<file path="src/rtl/pic_stream_ctrl.sv">
// Read sequencer for the 28x28 picture RAM: walks addresses, absorbs the RAM read latency
// and streams tagged pixels over valid/ready. Optional binarisation: define THRESH_EN.
module pic_stream_ctrl #(
    parameter int NUM_PIX = 784,
    parameter int IMG_W   = 28,
    parameter int ADDR_W  = 10,
    parameter int DATA_W  = 8,
    parameter int THRESH  = 128
) (
    input  logic              clk,
    input  logic              rst,
    input  logic              start,
    output logic              busy,
    output logic              done,
    output logic [ADDR_W-1:0] ram_addr,
    input  logic [DATA_W-1:0] ram_data,
    output logic [DATA_W-1:0] pix_data,
    output logic              pix_valid,
    input  logic              pix_ready,
    output logic              pix_last,
    output logic [4:0]        pix_row,
    output logic [4:0]        pix_col
);

    localparam logic [ADDR_W-1:0] LAST_ADDR = ADDR_W'(NUM_PIX - 1);
    localparam logic [4:0]        LAST_COL  = 5'(IMG_W - 1);
    localparam logic [4:0]        LAST_ROW  = 5'(NUM_PIX / IMG_W - 1);

    typedef enum logic [1:0] {
        S_IDLE,
        S_FETCH,
        S_DRAIN,
        S_DONE
    } state_t;

    state_t              state_q, state_d;
    logic [ADDR_W-1:0]   ram_addr_q, ram_addr_d;
    logic                inflight_q, inflight_d;
    logic [1:0]          cnt_q, cnt_d;
    logic [DATA_W-1:0]   buf0_q, buf0_d;
    logic [DATA_W-1:0]   buf1_q, buf1_d;
    logic [4:0]          row_q, row_d;
    logic [4:0]          col_q, col_d;

    logic                push;
    logic                pop;
    logic                issue;
    logic [2:0]          occ;
    logic [DATA_W-1:0]   in_data;

    function automatic logic [DATA_W-1:0] binarise(input logic [DATA_W-1:0] v);
        return (v >= DATA_W'(THRESH)) ? '1 : '0;
    endfunction

`ifdef THRESH_EN
    assign in_data = binarise(ram_data);
`else
    assign in_data = ram_data;
`endif

    assign pix_valid = (cnt_q != 2'd0);
    assign pop       = pix_valid & pix_ready;
    assign push      = inflight_q;

    always_comb begin
        state_d    = state_q;
        ram_addr_d = ram_addr_q;
        inflight_d = 1'b0;
        cnt_d      = cnt_q;
        buf0_d     = buf0_q;
        buf1_d     = buf1_q;
        row_d      = row_q;
        col_d      = col_q;
        issue      = 1'b0;
        occ        = {1'b0, cnt_q} + {2'b00, inflight_q} - {2'b00, pop};

        // Two-entry buffer: buf0 is always the head presented downstream.
        case ({push, pop})
            2'b10: begin
                if (cnt_q == 2'd0) buf0_d = in_data;
                else               buf1_d = in_data;
                cnt_d = cnt_q + 2'd1;
            end
            2'b01: begin
                buf0_d = buf1_q;
                cnt_d  = cnt_q - 2'd1;
            end
            2'b11: begin
                if (cnt_q == 2'd2) begin
                    buf0_d = buf1_q;
                    buf1_d = in_data;
                end else begin
                    buf0_d = in_data;
                end
            end
            default: ;
        endcase

        if (pop) begin
            if (col_q == LAST_COL) begin
                col_d = 5'd0;
                row_d = (row_q == LAST_ROW) ? 5'd0 : row_q + 5'd1;
            end else begin
                col_d = col_q + 5'd1;
            end
        end

        case (state_q)
            S_IDLE: begin
                if (start) begin
                    state_d    = S_FETCH;
                    ram_addr_d = '0;
                    row_d      = 5'd0;
                    col_d      = 5'd0;
                end
            end
            S_FETCH: begin
                // Only issue when the read is guaranteed a buffer slot on arrival.
                issue = (occ < 3'd2);
                if (issue) begin
                    inflight_d = 1'b1;
                    if (ram_addr_q == LAST_ADDR) state_d = S_DRAIN;
                    else                         ram_addr_d = ram_addr_q + ADDR_W'(1);
                end
            end
            S_DRAIN: begin
                if (cnt_d == 2'd0 && !inflight_q) state_d = S_DONE;
            end
            S_DONE: begin
                state_d = S_IDLE;
            end
            default: state_d = S_IDLE;
        endcase
    end

    always_ff @(posedge clk) begin
        if (rst) begin
            state_q    <= S_IDLE;
            ram_addr_q <= '0;
            inflight_q <= 1'b0;
            cnt_q      <= 2'd0;
            row_q      <= 5'd0;
            col_q      <= 5'd0;
        end else begin
            state_q    <= state_d;
            ram_addr_q <= ram_addr_d;
            inflight_q <= inflight_d;
            cnt_q      <= cnt_d;
            row_q      <= row_d;
            col_q      <= col_d;
        end
    end

    always_ff @(posedge clk) begin
        buf0_q <= buf0_d;
        buf1_q <= buf1_d;
    end

    assign busy     = (state_q == S_FETCH) || (state_q == S_DRAIN);
    assign done     = (state_q == S_DONE);
    assign ram_addr = ram_addr_q;
    assign pix_data = pix_valid ? buf0_q : '0;
    assign pix_row  = row_q;
    assign pix_col  = col_q;
    assign pix_last = pix_valid && (row_q == LAST_ROW) && (col_q == LAST_COL);

endmodule

</file>
<file path="config.mk">
export PLATFORM = sky130hd
export DESIGN_NAME = pic_stream_ctrl
export DESIGN_NICKNAME = d
export VERILOG_FILES = /design/src/rtl/pic_stream_ctrl.sv
export SDC_FILE = /design/constraint.sdc
export NUM_CORES = 1
export LEC_CHECK = 0
export BUFFER_PORTS_ARGS = -buffer_cell sky130_fd_sc_hd__buf_2
export CORE_MARGIN = 2
export CORE_UTILIZATION = 35
export DETAILED_ROUTE_END_ITERATION = 6
export GPL_ROUTABILITY_DRIVEN = 0
export MAX_ROUTING_LAYER = met4
export PLACE_DENSITY_LB_ADDON = 0.2
export SLEW_MARGIN = 5
export SYNTH_ARGS = -nofsm -noshare
export SYNTH_HDL_FRONTEND = slang
export SYNTH_SLANG_ARGS = --single-unit
</file>
<file path="constraint.sdc">
create_clock -name clk -period 3.9 [get_ports clk]
set_input_delay 0.195 -clock clk [delete_from_list [all_inputs] [get_ports clk]]
set_output_delay 0.195 -clock clk [all_outputs]
set_load 0.05 [all_outputs]
</file>
==> results of run 1 <==
==> power groups by stage <==
stage               Sequential (mW)  Clock, mW  Combinational, mW
floorplan                     0.578          0              0.525
global placement              0.574          0              0.642
detailed placement            0.577          0              0.645
CTS                           0.566      0.299              0.652
global route                  0.575      0.316              0.709
finish                        0.566      0.283              0.646
==> registers in the layout, summed over array words and instances (netlist names) <==
register / flops
buf0_q: 8
buf1_q: 8
cnt_q: 2
inflight_q: 1
pix_col: 5
pix_row: 5
ram_addr: 10
state_q: 2
==> critical path, delay by kind of cell (launching register included) <==
kind / cells / cell delay [ps]
simple gates: 2 / 220
fa+ha+maj: 1 / 430
buf+inv: 1 / 340
compound gates: 3 / 1040
flops: 1 / 420
mux: 1 / 220
==> cells in the final DEF (no fill, tap or decap), types with 2 or more instances in the layout <==
cell type and instances:
a21oi_1 11, nand4b_1 3, clkbuf_8 6, or3_1 9, a311oi_1 2, buf_2 43, clkbuf_1 2, nor2b_1 10
or2_2 2, nor2_1 15, edfxtp_1 16, nand4_1 2, a22o_1 8, o21ai_0 11, nor4bb_1 2, ha_1 10
nor3b_1 2, xnor2_1 2, xor2_1 6, mux2i_1 4, buf_4 2, nor3_1 5, dfxtp_1 25, nand2_1 17
nand3_1 6, inv_1 8
==> metal layers <==
metal | share of wire [%] | track usage, % | wire [um] | vias to the layer above
met3 | 4.7 | 3.51 | 192 | 7
li1 | - | - | - | 820
met5 | 0 | - | 0 | -
met2 | 48 | 20.7 | 1940 | 36
met4 | 1.4 | 4.58 | 56 | 0
met1 | 46 | 17.8 | 1890 | 765
==> layout make-up <==
type,instances,share of cell area [%]
Sequential cell,41,40.7
Tap cell,72,3.74
Timing Repair Buffer,45,9.56
Clock buffer,8,3.74
Inverter,9,1.40
Multi-Input combinational cell,146,40.8
==> cells in the mapped netlist, drive strengths merged (2+ instances only) <==
cell / instances / area, sq um
dfxtp: 25 / 500
a311oi: 2 / 17.5
o21ai: 13 / 68.8
or3: 9 / 56.3
ha: 10 / 125
buf: 3 / 21.3
nor4bb: 2 / 20.0
edfxtp: 16 / 480
a22o: 8 / 70.1
nor2: 15 / 56.3
inv: 8 / 30.0
mux2i: 4 / 40.0
nor3b: 2 / 15.0
xor2: 6 / 52.6
nor2b: 10 / 62.6
nand4: 2 / 12.5
a21oi: 11 / 55.1
xnor2: 2 / 17.5
nor3: 5 / 25.0
nand4b: 3 / 26.3
or2: 3 / 18.8
nand2: 17 / 63.8
nand3: 7 / 40.0
==> path summary, 6_finish.rpt <==
check / from / end / slack, ps / cells after the start
worst max-delay path: cnt_q[1] / state_q[1] / 1110 / 8
worst min-delay path: ram_data[2] / buf1_q[2] / 100 / 1
worst max register to register: cnt_q[1] / state_q[1] / 1110 / 8
worst min register to register: pix_col[1] / pix_col[1] / 500 / 2
==> cells by family (layout without fill, tap and decap cells) <==
kind of cell    after synthesis  in the layout
compound gates               45             45
fa+ha+maj                    11             11
mux                           4              4
buf+inv                      13             62
simple gates                 78             78
flops                        41             41
xor+xnor                      8              8
==> metrics by stage <==
stage,hold slack (ps),worst slack [ps]
5_1_grt,78.6,821
2_1_floorplan,264,1420
4_1_cts,86.0,1100
6_report,97.6,1110
3_3_place_gp,391,1270
3_5_place_dp,393,1110
==> qor.csv, run 1 <==
stage,metric,value,unit
outcome,run status,"complete, no violations",
logic_synthesis,area fraction in compound gates after synthesis,15.1,%
logic_synthesis,most instantiated flip-flop cell in the synthesis netlist,dfxtp_1,
logic_synthesis,number of synthesized flops with an enable pin,16,
layout,utilization of the core after routing,43.5,%
clocking,clock tree root driver cell,clkbuf_8,
logic_synthesis,Syn Inst Count,200,
power_and_ir_drop,switching component of the power,0.631,mW
global_route,maximum number of pins on one net before global-route repair,13,
layout,Nets,271,
global_route,"Remaining Overflow, GRT",0,
logic_synthesis,flop and latch count out of synthesis,41,
run,Max-Cap Viols,0,
clocking,number of gates resized after CTS,0,
detailed_routing,Initial DRC Count,63,
clocking,"CTS clk-pin slew, worst paths",80,ps
clocking,CTS Hold Buffers Added,0,
global_route,antenna violations before repair,0,
floorplanning,die area,6400,sq um
floorplanning,area of the placeable core,5540,sq um
timing,final setup violation count,0,
floorplanning,Initial Util,36.5,%
critical_path,type of the worst setup path,flip-flop to flip-flop,
global_route,total track usage,13.6,%
logic_synthesis,sequential-to-total area share from yosys stat,48.5,%
logic_synthesis,cell area after synthesis,2020,sq um
critical_path,slowest cell on the critical path,o21ai_1,
layout,ratio of cells with drive above 1 in the final layout,22.5,%
power_and_ir_drop,power consumption,1.49,mW
logic_synthesis,fraction of the mapped netlist area in adder cells,7.18,%
power_and_ir_drop,Net Sw Frac,42.2,%
timing,Fin. Hold Viols,0,
logic_synthesis,fraction of synthesized cell area in xor and xnor cells,3.47,%
critical_path,kind of launch point of the worst setup path,flip-flop,
layout,n_diodes,0,
critical_path,series of cell instances along the critical path,o21ai_1 > clkinv_1 > ha_1 > nor3b_1 > o31a_1 > o2111ai_1 > mux2i_1 > nor2_1,
placed_design,placed cell areas,2320,sq um
power_and_ir_drop,Power Internal,0.864,mW
power_and_ir_drop,clock group share of total power,18.9,%
clocking,clock tree from TritonCTS,done,
detailed_routing,ANT nets after route,0,
placed_design,final HPWL from detailed placement,2930,um
logic_synthesis,total nets after synthesis,223,
layout,number of fillers in the final layout,571,
layout,final instance area,2410,sq um
detailed_routing,number of vias per cell after detailed routing,5.07,
power_and_ir_drop,pwr/cell area,621,nW/um^2
floorplanning,io pins,44,
logic_synthesis,Netlist cell types,45,
layout,layout-stage area growth over the synthesis result,19.1,%
clocking,maximum level of the CTS H-tree,2,
detailed_routing,total wire length,4070,um
critical_path,critical path data required time,4090,ps
logic_synthesis,mean area per synthesized cell,10.1,sq um
timing,setup repair after global routing missed its margin,no,
power_and_ir_drop,worst vdd ir,395,uV
floorplanning,height of the die,80.0,um
power_and_ir_drop,Combinational Power Share,43.2,%
critical_path,"slowest stage delay, CP",430,ps
placed_design,I/O Buffers,43,
timing,portion of the clock cycle consumed by the worst path in the final layout,71.6,%
detailed_routing,final routed wire length divided by cell count,12.7,um
layout,Multi-input gate area,982,sq um
timing,worst slew margin relative to its limit,31.8,%
clocking,total CTS buffers,5,
logic_synthesis,share of async-settable or async-resettable flops after synthesis,0,%
layout,sequential cell area in the final layout,981,sq um
clocking,maximum count of clock buffers along a single path,2,
logic_synthesis,combinational family with the most area after synthesis,simple AND/OR/NAND/NOR gates,
timing,sum of negative setup slack,0,ps
min_path,type of the most critical hold path,input port to flip-flop,
logic_synthesis,simple logic cell fraction of the synthesized area,20.9,%
critical_path,"critical path fanouts, max",10,
detailed_routing,number of vias in the routed layout,1628,
floorplanning,width of the die,80.0,um
power_and_ir_drop,sequential cell fraction of total power,37.9,%
power_and_ir_drop,leakage dissipation,1.01,nW
global_route,first-pass GRT wire length,6600,um
layout,Post-Layout Cell Count,321,
timing,crit path time final,2790,ps
clocking,count of buffers added by post-CTS timing repair for setup,0,
logic_synthesis,number of warnings issued by yosys,0,
clocking,source-to-sink clock delay at the later pin of the worst-skew pair,290,ps
placed_design,# placed instances,313,
detailed_routing,drt drc,0,
detailed_routing,number of detailed-routing iterations run before antenna repair,4,
floorplanning,Row Count,27,
clocking,clk sink count,41,
logic_synthesis,fraction of synthesized area in multiplexers,1.98,%
global_route,vias in the first global route,1409,
critical_path,endpoint arrival time on the critical path,2980,ps
timing,pins over their slew limit,0,
timing,pin slew with the least headroom to its limit,1010,ps
timing,clock tree skew after final layout,9.30,ps
critical_path,critical path endpoint category,flip-flop,
timing,Max Clock Freq,0.358,GHz
Power figures use the tool's default switching activity.
==> inputs of run 2 (changes only) <==
- ABC_AREA: not set -> 1
- clock period: 3.9 -> 2.4 ns (I/O delays scaled with it)
==> run 2 against run 1 <==
  * Sequential power increased by 60%
  * Critical path depth is 5 higher
  * Clock skew is 3.4 ps lower
  * Worst setup slack lost 890 ps
  * Register-to-register slack lost 890 ps
  * Clock power grew 56%
  * Critical path type unchanged
  * Largest cell class unchanged
  * Highest routed layer unchanged
==> qor.csv, run 2 <==
stage,metric,value,unit,change
outcome,run status,"complete, no violations",,
critical_path,critical path data required time,2630,ps,-1460 ps
detailed_routing,ANT nets after route,0,,unchanged
detailed_routing,number of vias per cell after detailed routing,4.70,,-7.4%
layout,ratio of cells with drive above 1 in the final layout,22.8,%,+0.29 points
detailed_routing,number of detailed-routing iterations run before antenna repair,4,,unchanged
global_route,vias in the first global route,1860,,+32%
logic_synthesis,leading area contributor after synthesis,dfxtp_1,,
logic_synthesis,sequential-to-total area share from yosys stat,42.5,%,-6.0 points
timing,sum of negative setup slack,0,ps,unchanged
power_and_ir_drop,Combinational Power Share,47.1,%,+3.9 points
timing,worst slew margin relative to its limit,28.6,%,-3.1 points
placed_design,# placed instances,425,,+36%
timing,pins over their slew limit,0,,unchanged
logic_synthesis,most instantiated flip-flop cell in the synthesis netlist,dfxtp_1,,
detailed_routing,total wire length,4760,um,+17%
logic_synthesis,Syn Inst Count,303,,+52%
timing,setup repair after global routing missed its margin,no,,
logic_synthesis,total nets after synthesis,326,,+46%
detailed_routing,number of vias in the routed layout,2053,,+26%
global_route,maximum number of pins on one net before global-route repair,15,,+2
timing,portion of the clock cycle consumed by the worst path in the final layout,91.0,%,+19 points
detailed_routing,drt drc,0,,unchanged
critical_path,type of the worst setup path,flip-flop to flip-flop,,
critical_path,endpoint arrival time on the critical path,2410,ps,-570 ps
power_and_ir_drop,leakage dissipation,1.26,nW,+24%
timing,crit path time final,2180,ps,-607 ps
floorplanning,io pins,44,,unchanged
clocking,clock tree root driver cell,clkbuf_8,,
clocking,"CTS clk-pin slew, worst paths",80,ps,about the same
min_path,count of cells along the worst hold path,1,,unchanged
clocking,maximum level of the CTS H-tree,2,,unchanged
global_route,antenna violations before repair,0,,unchanged
timing,Final WS setup,216,ps,-893 ps
clocking,maximum count of clock buffers along a single path,2,,unchanged
global_route,first-pass GRT wire length,8280,um,+26%
logic_synthesis,flop and latch count out of synthesis,41,,unchanged
logic_synthesis,number of synthesized flops with an enable pin,16,,unchanged
global_route,total track usage,14.4,%,+0.76 points
layout,layout-stage area growth over the synthesis result,19.6,%,
logic_synthesis,most frequent cells after synthesis,"nand2_1, inv_1, nor2_1",,
min_path,type of the most critical hold path,input port to flip-flop,,
clocking,source-to-sink clock delay at the later pin of the worst-skew pair,290,ps,about the same
floorplanning,die area,7270,sq um,+14%
placed_design,worst slack after detailed placement,38.5,ps,-1070 ps
floorplanning,Initial Util,36.4,%,-0.12 points
logic_synthesis,number of warnings issued by yosys,0,,unchanged
power_and_ir_drop,Net Sw Frac,45.4,%,+3.2 points
global_route,"Remaining Overflow, GRT",0,,unchanged
placed_design,final HPWL from detailed placement,3630,um,+24%
floorplanning,area of the placeable core,6350,sq um,+15%
floorplanning,height of the die,85.2,um,+6.5%
timing,pin slew with the least headroom to its limit,1060,ps,+46.7 ps
layout,n_diodes,0,,unchanged
critical_path,kind of launch point of the worst setup path,flip-flop,,
logic_synthesis,share of async-settable or async-resettable flops after synthesis,0,%,unchanged
clocking,total CTS buffers,5,,unchanged
detailed_routing,Initial DRC Count,91,,+44%
logic_synthesis,cell area after synthesis,2310,sq um,+14%
logic_synthesis,area fraction of the dominant cell type after synthesis,21.7,%,-3.1 points
layout,Post-Layout Cell Count,437,,+36%
layout,Nets,382,,+41%
layout,most common library cell in the layout ignoring fill and taps,nand2_1,,
critical_path,critical path endpoint category,flip-flop,,
clocking,clk sink count,41,,unchanged
detailed_routing,final routed wire length divided by cell count,10.9,um,-14%
clocking,clock tree from TritonCTS,done,,
timing,Fin. Hold Viols,0,,unchanged
power_and_ir_drop,clock group share of total power,17.3,%,-1.6 points
power_and_ir_drop,worst vdd ir,654,uV,+66%
run,Max-Cap Viols,0,,unchanged
placed_design,I/O Buffers,43,,unchanged
critical_path,r2r worst-path depth,13,,+5
layout,highest-count cells in the layout ignoring fill and taps,"nand2_1, inv_1, nor2_1, buf_2, dfxtp_1",,
timing,final setup violation count,0,,unchanged
power_and_ir_drop,Power Internal,1.39,mW,+61%
power_and_ir_drop,sequential cell fraction of total power,35.6,%,-2.3 points
logic_synthesis,most frequent cell after synthesis,nand2_1,,
timing,Max Clock Freq,0.458,GHz,+28%
critical_path,"critical path fanouts, max",7,,-3
timing,clock tree skew after final layout,5.94,ps,-3.36 ps
logic_synthesis,mean area per synthesized cell,7.62,sq um,-25%
power_and_ir_drop,pwr/cell area,924,nW/um^2,+49%
layout,number of flip-flops in the largest register,10,,unchanged
floorplanning,Row Count,29,,+7.4%
logic_synthesis,Netlist cell types,38,,-16%
floorplanning,width of the die,85.2,um,+6.5%
power_and_ir_drop,switching component of the power,1.16,mW,+83%
logic_synthesis,cells taking the most area after synthesis,"dfxtp_1, edfxtp_1, nand2_1",,
## run 2: cell types whose count changed in the layout (fill, tap and decap cells not counted), sizes merged, moves of 3 or more
cell and delta:
a21oi +9, a22o -8, buf +6, clkbuf -3, inv +39, mux2i -4, nand2 +61, nand3 +5
nand4 +5, nand4b -3, nor2 +33, nor2b -10, o21ai +5, or3 -9
## run 2: final cells by class
class | instances | area, sq um
Clock buffer | 5 | 68.8
Clock inverter | 3 | 17.5
Fill cell | 663 | 3590
Inverter | 48 | 188
Multi-Input combinational cell | 211 | 1120
Sequential cell | 41 | 981
Tap cell | 77 | 96.3
Timing Repair Buffer | 52 | 285
## run 2: timing repair
| item | in CTS | in global routing |
|---|---|---|
| gates resized for setup | 0 | 1 |
| setup endpoints to repair | 0 | 11 |
| setup buffers | 0 | 2 |
| hold buffers | 0 | 1 |
| hold endpoints to repair | 0 | 1 |
## run 2: path summary, 6_finish.rpt
kind,startpoint,slack (ps),to
setup / recovery,cnt_q[1],220,ram_addr[9]
hold / removal,ram_data[7],20,buf1_q[7]
setup reg to reg,cnt_q[1],220,ram_addr[9]
hold reg to reg,pix_col[4],490,pix_col[4]
## run 2: cells by family after synthesis
family | synth area share [%]
adder cells (fa/ha/maj) | 6.28
AND/OR/NAND/NOR | 30.6
flip-flops | 42.5
buffers and inverters | 9.43
AO/OA/AOI/OAI | 9.70
XOR/XNOR | 1.52
## run 2: stage by stage
| step | total power [mW] | hold WS, ps | util [%] | area, sq um |
|---|---|---|---|---|
| finish | 2.55 | 16.1 | 43.5 | 2760 |
| global route | 2.76 | 1.58 | 43.5 | 2760 |
| CTS | 2.54 | 9.86 | 43.0 | 2730 |
| detailed placement | 2.10 | 317 | 41.6 | 2640 |
| global placement | 2.08 | 314 | 41.6 | 2640 |
| floorplan | 1.82 | 189 | - | 2310 |
## run 2: critical path, stage by stage (launching register included)
cell,delay (ps)
dfxtp_1,460
nor2_4,70
inv_4,70
nand2_4,40
nor2_1,110
o21ai_0,110
fa_1,530
nand3_2,110
nand2_1,70
nand2_1,60
nor2_1,140
buf_4,180
nand2_1,60
a21oi_1,110
## run 2: power by group through the flow
stage | combinational (mW) | sequential, mW | clock (mW)
after floorplan | 0.850 | 0.974 | 0
after global placement | 1.16 | 0.925 | 0
after detailed placement | 1.17 | 0.925 | 0
after CTS | 1.17 | 0.909 | 0.458
after global routing | 1.35 | 0.918 | 0.492
final | 1.20 | 0.907 | 0.441
## run 2: per-layer routing
| layer | global-route usage (%) | vias up | share of wire (%) |
|---|---|---|---|
| met1 | 17.9 | 925 | 48 |
| met2 | 23.0 | 46 | 46 |
| met3 | 4.09 | 3 | 5.4 |
| met4 | 3.75 | 0 | 0.50 |
| met5 | - | - | 0 |
| li1 | - | 1079 | - |
==> inputs of run 3 (changes only) <==
- ABC_AREA: 1 -> 0
==> run 3 against run 2 <==
  * Critical path depth is 4 lower
  * Sequential share of layout area is 3.7 points higher
  * Cell count is 24% lower
  * Clock power is 2% lower
  * Fmax is 2.9% lower
  * Wire length is 12% lower
  * Power is 1.2% lower
  * Hold slack better by 8.6 ps
  * Combinational power hardly changed
  * Largest cell class unchanged
==> qor.csv, run 3 (same netlist as run 1, synthesis figures left out) <==
stage,metric,value,unit,change
global_route,first-pass GRT wire length,6900,um,-17%
timing,Max Clock Freq,0.445,GHz,-2.9%
timing,clock tree skew after final layout,3.17,ps,-2.76 ps
min_path,type of the most critical hold path,input port to flip-flop,,
layout,most common library cell in the layout ignoring fill and taps,buf_2,,
detailed_routing,number of detailed-routing iterations run before antenna repair,4,,unchanged
power_and_ir_drop,leakage dissipation,1.07,nW,-15%
critical_path,worst reg2reg setup slack,150,ps,-60 ps
placed_design,placed cell areas,2390,sq um,-9.6%
detailed_routing,final routed wire length divided by cell count,12.6,um,+16%
critical_path,kind of launch point of the worst setup path,flip-flop,,
run,Max-Cap Viols,0,,unchanged
floorplanning,Initial Util,36.5,%,+0.12 points
global_route,vias in the first global route,1449,,-22%
timing,portion of the clock cycle consumed by the worst path in the final layout,93.7,%,+2.7 points
placed_design,final HPWL from detailed placement,3110,um,-14%
critical_path,critical path endpoint category,flip-flop,,
timing,final setup violation count,0,,unchanged
layout,highest-count cells in the layout ignoring fill and taps,"buf_2, dfxtp_1, nand2_1, edfxtp_1",,
floorplanning,height of the die,80.0,um,-6.1%
detailed_routing,total wire length,4210,um,-12%
layout,n_diodes,0,,unchanged
layout,number of fillers in the final layout,566,,-15%
timing,pins over their slew limit,0,,unchanged
clocking,"CTS clk-pin slew, worst paths",80,ps,about the same
global_route,"Remaining Overflow, GRT",0,,unchanged
layout,number of flip-flops in the largest register,10,,unchanged
clocking,clock tree from TritonCTS,done,,
timing,crit path time final,2250,ps,+64.3 ps
floorplanning,area of the placeable core,5540,sq um,-13%
timing,worst slew margin relative to its limit,74.9,%,+46 points
clocking,source-to-sink clock delay at the later pin of the worst-skew pair,290,ps,about the same
clocking,clk sink count,41,,unchanged
floorplanning,Row Count,27,,-6.9%
detailed_routing,Initial DRC Count,76,,-16%
critical_path,"critical path fanouts, max",6,,-1
clocking,maximum count of clock buffers along a single path,2,,unchanged
layout,final instance area,2510,sq um,-9.1%
detailed_routing,ANT nets after route,0,,unchanged
timing,Final WS setup,152,ps,-64.3 ps
global_route,total track usage,14.4,%,+0.015 points
detailed_routing,number of vias in the routed layout,1650,,-20%
floorplanning,die area,6400,sq um,-12%
clocking,CTS Hold Buffers Added,0,,unchanged
outcome,run status,"complete, no violations",,
floorplanning,width of the die,80.0,um,-6.1%
detailed_routing,number of vias per cell after detailed routing,4.95,,+5.5%
timing,pin slew with the least headroom to its limit,375,ps,-684 ps
layout,layout-stage area growth over the synthesis result,24.1,%,
clocking,total CTS buffers,5,,unchanged
clocking,clock tree root driver cell,clkbuf_8,,
detailed_routing,drt drc,0,,unchanged
placed_design,worst slack after detailed placement,105,ps,+66.8 ps
global_route,maximum number of pins on one net before global-route repair,14,,-1
clocking,maximum level of the CTS H-tree,2,,unchanged
critical_path,endpoint arrival time on the critical path,2440,ps,+30 ps
timing,sum of negative setup slack,0,ps,unchanged
global_route,antenna violations before repair,0,,unchanged
power_and_ir_drop,pwr/cell area,1000,nW/um^2,+8.7%
timing,Fin. Hold Viols,0,,unchanged
layout,Nets,283,,-26%
layout,ratio of cells with drive above 1 in the final layout,28.0,%,+5.2 points
power_and_ir_drop,worst vdd ir,579,uV,-12%
critical_path,critical path data required time,2590,ps,-40 ps
placed_design,I/O Buffers,43,,unchanged
critical_path,type of the worst setup path,flip-flop to flip-flop,,
floorplanning,io pins,44,,unchanged
-- run 3: final cells by class --
class / count / area (sq um) / area share [%]
Multi-Input combinational cell: 146 / 998 / 39.8
Sequential cell: 41 / 983 / 39.2
Timing Repair Buffer: 57 / 320 / 12.8
Tap cell: 72 / 90.1 / 3.59
Clock buffer: 6 / 72.6 / 2.89
Inverter: 9 / 33.8 / 1.35
Clock inverter: 2 / 11.3 / 0.449
-- run 3: worst max-delay path: stages, from the launching register on --
cell and delay [ps]:
dfxtp_2 330, buf_4 150, o21ai_2 150, clkinv_1 110, ha_1 360, nor3b_1 170
o31a_1 280, o2111ai_1 310, mux2i_1 220, nor2_1 50
-- run 3: timing repair --
| action | 4_1_cts | 5_1_grt |
|---|---|---|
| gates resized for setup | 0 | 5 |
| buffers inserted | 0 | 3 |
| setup endpoints to repair | 0 | 7 |
-- run 3: through the flow --
step | cells | hold slack [ps] | total power, mW | util (%)
floorplan | 200 | 189 | 1.79 | -
global placement | 322 | 316 | 2.04 | 43.1
detailed placement | 322 | 320 | 2.06 | 43.1
CTS | 330 | 11.2 | 2.50 | 44.6
global route | 333 | 4.14 | 2.69 | 45.3
finish | 333 | 24.7 | 2.52 | 45.3
-- run 3: per-layer routing --
layer / GRT usage [%] / part of all wire (%) / up-vias
met5: - / 0 / -
met4: 6.61 / 1.9 / 0
met3: 3.17 / 4.3 / 7
met2: 20.4 / 45 / 34
met1: 19.6 / 49 / 759
li1: - / - / 850
-- run 3: power by group --
part	internal (mW)	switching, mW
Combinational	0.413	0.768
Sequential	0.849	0.0578
Clock	0.202	0.230
Total	1.46	1.06
-- run 3: path summary, 6_finish.rpt --
check	startpoint	end	cells after the start
worst min register to register	pix_col[1]	pix_col[1]	2
worst max register to register	cnt_q[1]	state_q[1]	9
worst max-delay path	cnt_q[1]	state_q[1]	9
worst min-delay path	ram_data[0]	buf1_q[0]	1
